### src/rtl/fir_channel_scheduler.sv
// Round-robin scheduler that time-shares one FIR MAC engine between CH sample channels.
// It holds one pending sample per channel and routes each engine result back to its channel.
`timescale 1ns/1ps

module fir_channel_scheduler #(
    parameter int DW      = 16,
    parameter int CH      = 2,
    parameter int TIMEOUT = 1024
) (
    input  logic                                clk_i,
    input  logic                                srst_i,
    input  logic [CH-1:0]                       sample_valid_i,
    input  logic [CH*DW-1:0]                    data_i,
    output logic                                eng_start_o,
    output logic [DW-1:0]                       eng_data_o,
    output logic [((CH > 1) ? $clog2(CH) : 1)-1:0] eng_ch_o,
    input  logic                                eng_done_i,
    input  logic [DW-1:0]                       eng_data_i,
    output logic [CH*DW-1:0]                    data_o,
    output logic [CH-1:0]                       data_valid_o,
    output logic [CH-1:0]                       overrun_o,
    output logic                                timeout_o
);

    localparam int CHW  = (CH > 1) ? $clog2(CH) : 1;
    localparam int CNTW = $clog2(TIMEOUT + 1);

    localparam logic [1:0] ST_IDLE  = 2'd0;
    localparam logic [1:0] ST_ISSUE = 2'd1;
    localparam logic [1:0] ST_BUSY  = 2'd2;

    logic [1:0]              state_q, state_d;
    logic [CH-1:0]           pend_q, pend_d;
    logic [CH-1:0][DW-1:0]   pend_data_q, pend_data_d;
    logic [CHW-1:0]          rr_ptr_q, rr_ptr_d;
    logic [CHW-1:0]          eng_ch_q, eng_ch_d;
    logic [DW-1:0]           eng_data_q, eng_data_d;
    logic                    eng_start_q, eng_start_d;
    logic [CNTW-1:0]         cnt_q, cnt_d;
    logic [CH-1:0][DW-1:0]   data_q, data_d;
    logic [CH-1:0]           data_valid_q, data_valid_d;
    logic [CH-1:0]           overrun_q, overrun_d;
    logic                    timeout_q, timeout_d;

    logic [CH-1:0][DW-1:0]   data_in;
    logic                    grant_found;
    logic [CHW-1:0]          grant_idx;
    logic                    grant_now;
    int                      scan_idx;
    logic [CHW-1:0]          scan_sel;

    assign data_in = data_i;

    // Scan rr_ptr+1, rr_ptr+2, ... (mod CH) and take the first pending channel.
    always_comb begin
        grant_found = 1'b0;
        grant_idx   = '0;
        scan_idx    = 0;
        scan_sel    = '0;
        for (int i = 1; i <= CH; i++) begin
            scan_idx = int'(rr_ptr_q) + i;
            if (scan_idx >= CH) scan_idx = scan_idx - CH;
            scan_sel = CHW'(scan_idx);
            if (!grant_found && pend_q[scan_sel]) begin
                grant_found = 1'b1;
                grant_idx   = scan_sel;
            end
        end
    end

    assign grant_now = (state_q == ST_IDLE) && grant_found;

    // NOTE: every *_d gets a default first so the combinational block cannot infer a latch.
    always_comb begin
        state_d      = state_q;
        pend_d       = pend_q;
        pend_data_d  = pend_data_q;
        rr_ptr_d     = rr_ptr_q;
        eng_ch_d     = eng_ch_q;
        eng_data_d   = eng_data_q;
        eng_start_d  = 1'b0;
        cnt_d        = cnt_q;
        data_d       = data_q;
        data_valid_d = '0;
        overrun_d    = '0;
        timeout_d    = 1'b0;

        // Clear before set so a strobe on the channel being granted keeps it pending.
        for (int k = 0; k < CH; k++) begin
            if (grant_now && (grant_idx == CHW'(k))) pend_d[k] = 1'b0;
            if (sample_valid_i[k]) begin
                pend_d[k]      = 1'b1;
                pend_data_d[k] = data_in[k];
                if (pend_q[k] && !(grant_now && (grant_idx == CHW'(k))))
                    overrun_d[k] = 1'b1;
            end
        end

        case (state_q)
            ST_IDLE: begin
                if (grant_found) begin
                    eng_ch_d    = grant_idx;
                    eng_data_d  = pend_data_q[grant_idx];
                    rr_ptr_d    = grant_idx;
                    eng_start_d = 1'b1;
                    state_d     = ST_ISSUE;
                end
            end
            ST_ISSUE: begin
                cnt_d   = '0;
                state_d = ST_BUSY;
            end
            ST_BUSY: begin
                if (eng_done_i) begin
                    data_d[eng_ch_q]       = eng_data_i;
                    data_valid_d[eng_ch_q] = 1'b1;
                    state_d                = ST_IDLE;
                end else if (cnt_q == CNTW'(TIMEOUT - 1)) begin
                    timeout_d = 1'b1;
                    state_d   = ST_IDLE;
                end else begin
                    cnt_d = cnt_q + 1'b1;
                end
            end
            default: state_d = ST_IDLE;
        endcase
    end

    always_ff @(posedge clk_i) begin
        if (srst_i) begin
            state_q      <= ST_IDLE;
            pend_q       <= '0;
            rr_ptr_q     <= CHW'(CH - 1);
            eng_ch_q     <= '0;
            eng_data_q   <= '0;
            eng_start_q  <= 1'b0;
            cnt_q        <= '0;
            data_q       <= '0;
            data_valid_q <= '0;
            overrun_q    <= '0;
            timeout_q    <= 1'b0;
        end else begin
            state_q      <= state_d;
            pend_q       <= pend_d;
            rr_ptr_q     <= rr_ptr_d;
            eng_ch_q     <= eng_ch_d;
            eng_data_q   <= eng_data_d;
            eng_start_q  <= eng_start_d;
            cnt_q        <= cnt_d;
            data_q       <= data_d;
            data_valid_q <= data_valid_d;
            overrun_q    <= overrun_d;
            timeout_q    <= timeout_d;
        end
    end

    // NOTE: sample storage is left unreset; it is only ever read while its pend bit is set.
    always_ff @(posedge clk_i) begin
        pend_data_q <= pend_data_d;
    end

    assign eng_start_o  = eng_start_q;
    assign eng_data_o   = eng_data_q;
    assign eng_ch_o     = eng_ch_q;
    assign data_o       = data_q;
    assign data_valid_o = data_valid_q;
    assign overrun_o    = overrun_q;
    assign timeout_o    = timeout_q;

endmodule

### config.mk
export PLATFORM = sky130hd
export DESIGN_NAME = fir_channel_scheduler
export DESIGN_NICKNAME = d
export VERILOG_FILES = /design/src/rtl/fir_channel_scheduler.sv
export SDC_FILE = /design/constraint.sdc
export NUM_CORES = 1
export LEC_CHECK = 0
export ABC_AREA = 1
export CAP_MARGIN = 20
export CORE_MARGIN = 2
export CORE_UTILIZATION = 47
export DETAILED_ROUTE_END_ITERATION = 6
export MAX_ROUTING_LAYER = met4
export PLACE_DENSITY = 0.88
export REMOVE_ABC_BUFFERS = 1
export SYNTH_ARGS = -nofsm -noshare
export SYNTH_HDL_FRONTEND = slang
export SYNTH_SLANG_ARGS = --single-unit
### constraint.sdc
create_clock -name clk_i -period 2 [get_ports clk_i]
set_clock_uncertainty 0.15 [all_clocks]
set_input_delay 0.3 -clock clk_i [delete_from_list [all_inputs] [get_ports clk_i]]
set_output_delay 0.3 -clock clk_i [all_outputs]
set_load 0.05 [all_outputs]
==> impl_metrics.env <==
export IMPL_fin_nets=572
export IMPL_syn_area_um2=3780
export IMPL_cp_data_required_time_ns=1.55
export IMPL_hold_ws_ns=0.295
export IMPL_maxSlewHeadroom_pct=62.2
export IMPL_yosysUniqueCellTypes=27
export IMPL_fin_area_um2=5210
export IMPL_yosysTopAreaCell="dfxtp_1"
export IMPL_hold_class="flop to flop"
export IMPL_antenna_found_initial=0
export IMPL_dpl_cell_area_um2=4940
export IMPL_critPathKind="flop to output port"
export IMPL_ys_top_cells_by_count="83 x nand2_1, 71 x dfxtp_1, 61 x nor2_1"
export IMPL_yosysSeqAreaShare_pct=63.0
export IMPL_setup_ws_ns=0.0450
export IMPL_p_leak_nw=2.53
export IMPL_start_kind="flop"
export IMPL_grt_pass1_wl_um=14200
export IMPL_synthDominantCellAreaShare_pct=37.6
export IMPL_cp_end_kind="output port"
export IMPL_fin_total_pwr_mw=4.28
export IMPL_firstDrtPassIters=4
export IMPL_initial_core_util_pct=48.7
export IMPL_avgRoutedWirePerCell_um=14.0
export IMPL_hold_viol_final=0
export IMPL_async_flop_share_pct=0
export IMPL_cts_buffers=9
export IMPL_irDropWorstVdd_mv=0.642
export IMPL_cp_top_family="buffers and inverters"
export IMPL_max_stage_delay_ns=0.80
export IMPL_grt_ovfl_total=0
export IMPL_clk_insertion_delay_late_ns=0.37
export IMPL_area_growth_pct=37.8
export IMPL_slowest_stage="clkdlybuf4s50_1"
export IMPL_netlist_top_cells_area="dfxtp_1 38%, edfxtp_1 25%, nand2_1 8.2%"
export IMPL_finalCritPeriodShare_pct=97.8
export IMPL_grt_max_degree=40
export IMPL_ys_warn_count=0
export IMPL_dp_cells=609
export IMPL_wl_um=8730
export IMPL_worst_path_buf_inv=1
export IMPL_cts_htree_levels=3
export IMPL_drtAntennaViolNets=0
export IMPL_crit_fanout=2
export IMPL_cts_root_buf="clkbuf_8"
export IMPL_final_core_util_pct=67.1
export IMPL_cts_path_max_buffers=2
export IMPL_cp_arrival_ns=1.51
export IMPL_grt_pass1_vias=3090
export IMPL_min_period_ns=1.96
export IMPL_finalSetupViolCount=0
export IMPL_dieArea_um2=8780
export IMPL_gp_congestion=0.915
export IMPL_clk_pin_slew_ns=0.09
export IMPL_synth_edf_count=32
export IMPL_p_per_area_nw_per_um2=822
export IMPL_drt_vias_per_instance=5.04
export IMPL_place_hpwl_um=6270
export IMPL_status="finished, final reports clean"
export IMPL_tritoncts="yes"
export IMPL_synth_top_flop_cell="dfxtp_1"
export IMPL_grt_usage_pct=21.7
export IMPL_cts_setup_buffers=0
export IMPL_drv_cap=0
export IMPL_synth_most_common_cell="nand2_1"
export IMPL_drc_errors=0
export IMPL_vias=3152
export IMPL_drt_iter0_markers=139
export IMPL_tightest_slew_ns=0.567
export IMPL_tns_ns=0
export IMPL_maxSlewViolCount=0
export IMPL_final_cells=625
export IMPL_diodes=0
export IMPL_portBuffers=107
export IMPL_ioPinCount=108
export IMPL_synth_area_per_cell_um2=9.24
export IMPL_num_rows=32
export IMPL_die_w_um=93.7
export IMPL_yosys_register_bits=103
export IMPL_clock_sinks=103
export IMPL_fmax_ghz=0.511
export IMPL_rsz0062_at_grt="false"
export IMPL_die_h_um=93.7
export IMPL_syn_instance_count=409
export IMPL_coreArea_um2=7770
export IMPL_path_cells="clkdlybuf4s50_1"
export IMPL_drive_above_1_share_pct=8.41
export IMPL_post_place_ws_ns=0.225
-- metal layers --
| metal | GRT usage, % | vias to the layer above | wire length (um) |
|---|---|---|---|
| li1 | - | 1559 | - |
| met1 | 24.7 | 1443 | 3480 |
| met2 | 35.7 | 131 | 4420 |
| met3 | 5.94 | 19 | 604 |
| met4 | 9.90 | 0 | 222 |
| met5 | - | - | 0 |
-- flip-flops by register name, indices dropped and copies added, names as in the netlist --
name,flops
overrun_o,2
cnt_q,11
pend_data_q,32
state_q,2
data_o,32
pend_q,2
eng_ch_o,1
timeout_o,1
data_valid_o,2
eng_data_o,16
eng_start_o,1
rr_ptr_q,1
-- cells in the final DEF, fill, tap and decap left out, types with 2 or more instances in the layout --
master / n
nor2_4: 3
edfxtp_1: 32
dfxtp_1: 71
nand2_2: 4
clkinv_2: 2
o21ai_0: 31
clkbuf_8: 9
buf_4: 14
a31oi_1: 16
inv_2: 3
nand2_4: 2
a21oi_1: 30
nor3_1: 3
inv_6: 2
o21ai_1: 7
dlymetal6s2s_1: 35
nand2_1: 83
nor2_1: 61
dlygate4sd2_1: 9
clkdlybuf4s50_1: 58
inv_1: 27
nand3_1: 10
-- path summary, 6_finish.rpt --
check	slack [ns]	from	endpoint	cells after the start
worst max-delay path	0.04	data_o[5]$_SDFFE_PP0P_	data_o[5]	1
worst min-delay path	0.30	data_o[27]$_SDFFE_PP0P_	data_o[27]$_SDFFE_PP0P_	2
worst max register to register	0.33	cnt_q[0]$_SDFFE_PP0P_	cnt_q[0]$_SDFFE_PP0P_	9
worst min register to register	0.30	data_o[27]$_SDFFE_PP0P_	data_o[27]$_SDFFE_PP0P_	2
-- worst reg2reg max path, cell delays in order, from the launching register on --
cell and delay, ns:
dfxtp_1 0.39, ha_1 0.24, nand2_2 0.11, nor2_2 0.10, nand3_2 0.11, nand2_4 0.12, nand2_4 0.12, inv_1 0.13
nor2_1 0.05, nor2_1 0.09
-- power breakdown --
part	switching, mW	internal (mW)	total, mW
registers	0.0583	2.28	2.34
clock network	0.697	0.579	1.28
logic	0.422	0.245	0.667
-- cells by family (layout without fill, tap and decap cells) --
| group | count (synthesis) | after routing | share of synthesized area, % |
|---|---|---|---|
| compound gates | 86 | 86 | 12.1 |
| fa+ha+maj | 1 | 1 | 0.331 |
| buf+inv | 48 | 162 | 5.43 |
| simple gates | 171 | 171 | 19.2 |
| flops | 103 | 103 | 63.0 |
-- area by class of cell --
cell class | count | area (um^2)
tap | 102 | 128
sequential | 103 | 2380
multi-input combinational | 258 | 1190
inverter | 30 | 113
timing repair buffer | 116 | 1200
clock inverter | 7 | 68.8
clock buffer | 9 | 124
fill | 606 | 2560
-- repair_timing --
action	4_1_cts	5_1_grt
gates resized for setup	9	35
setup endpoints to repair	9	35
cloned	0	0
hold buffers	0	0
Note: power is estimated with default switching activity, not from simulation.
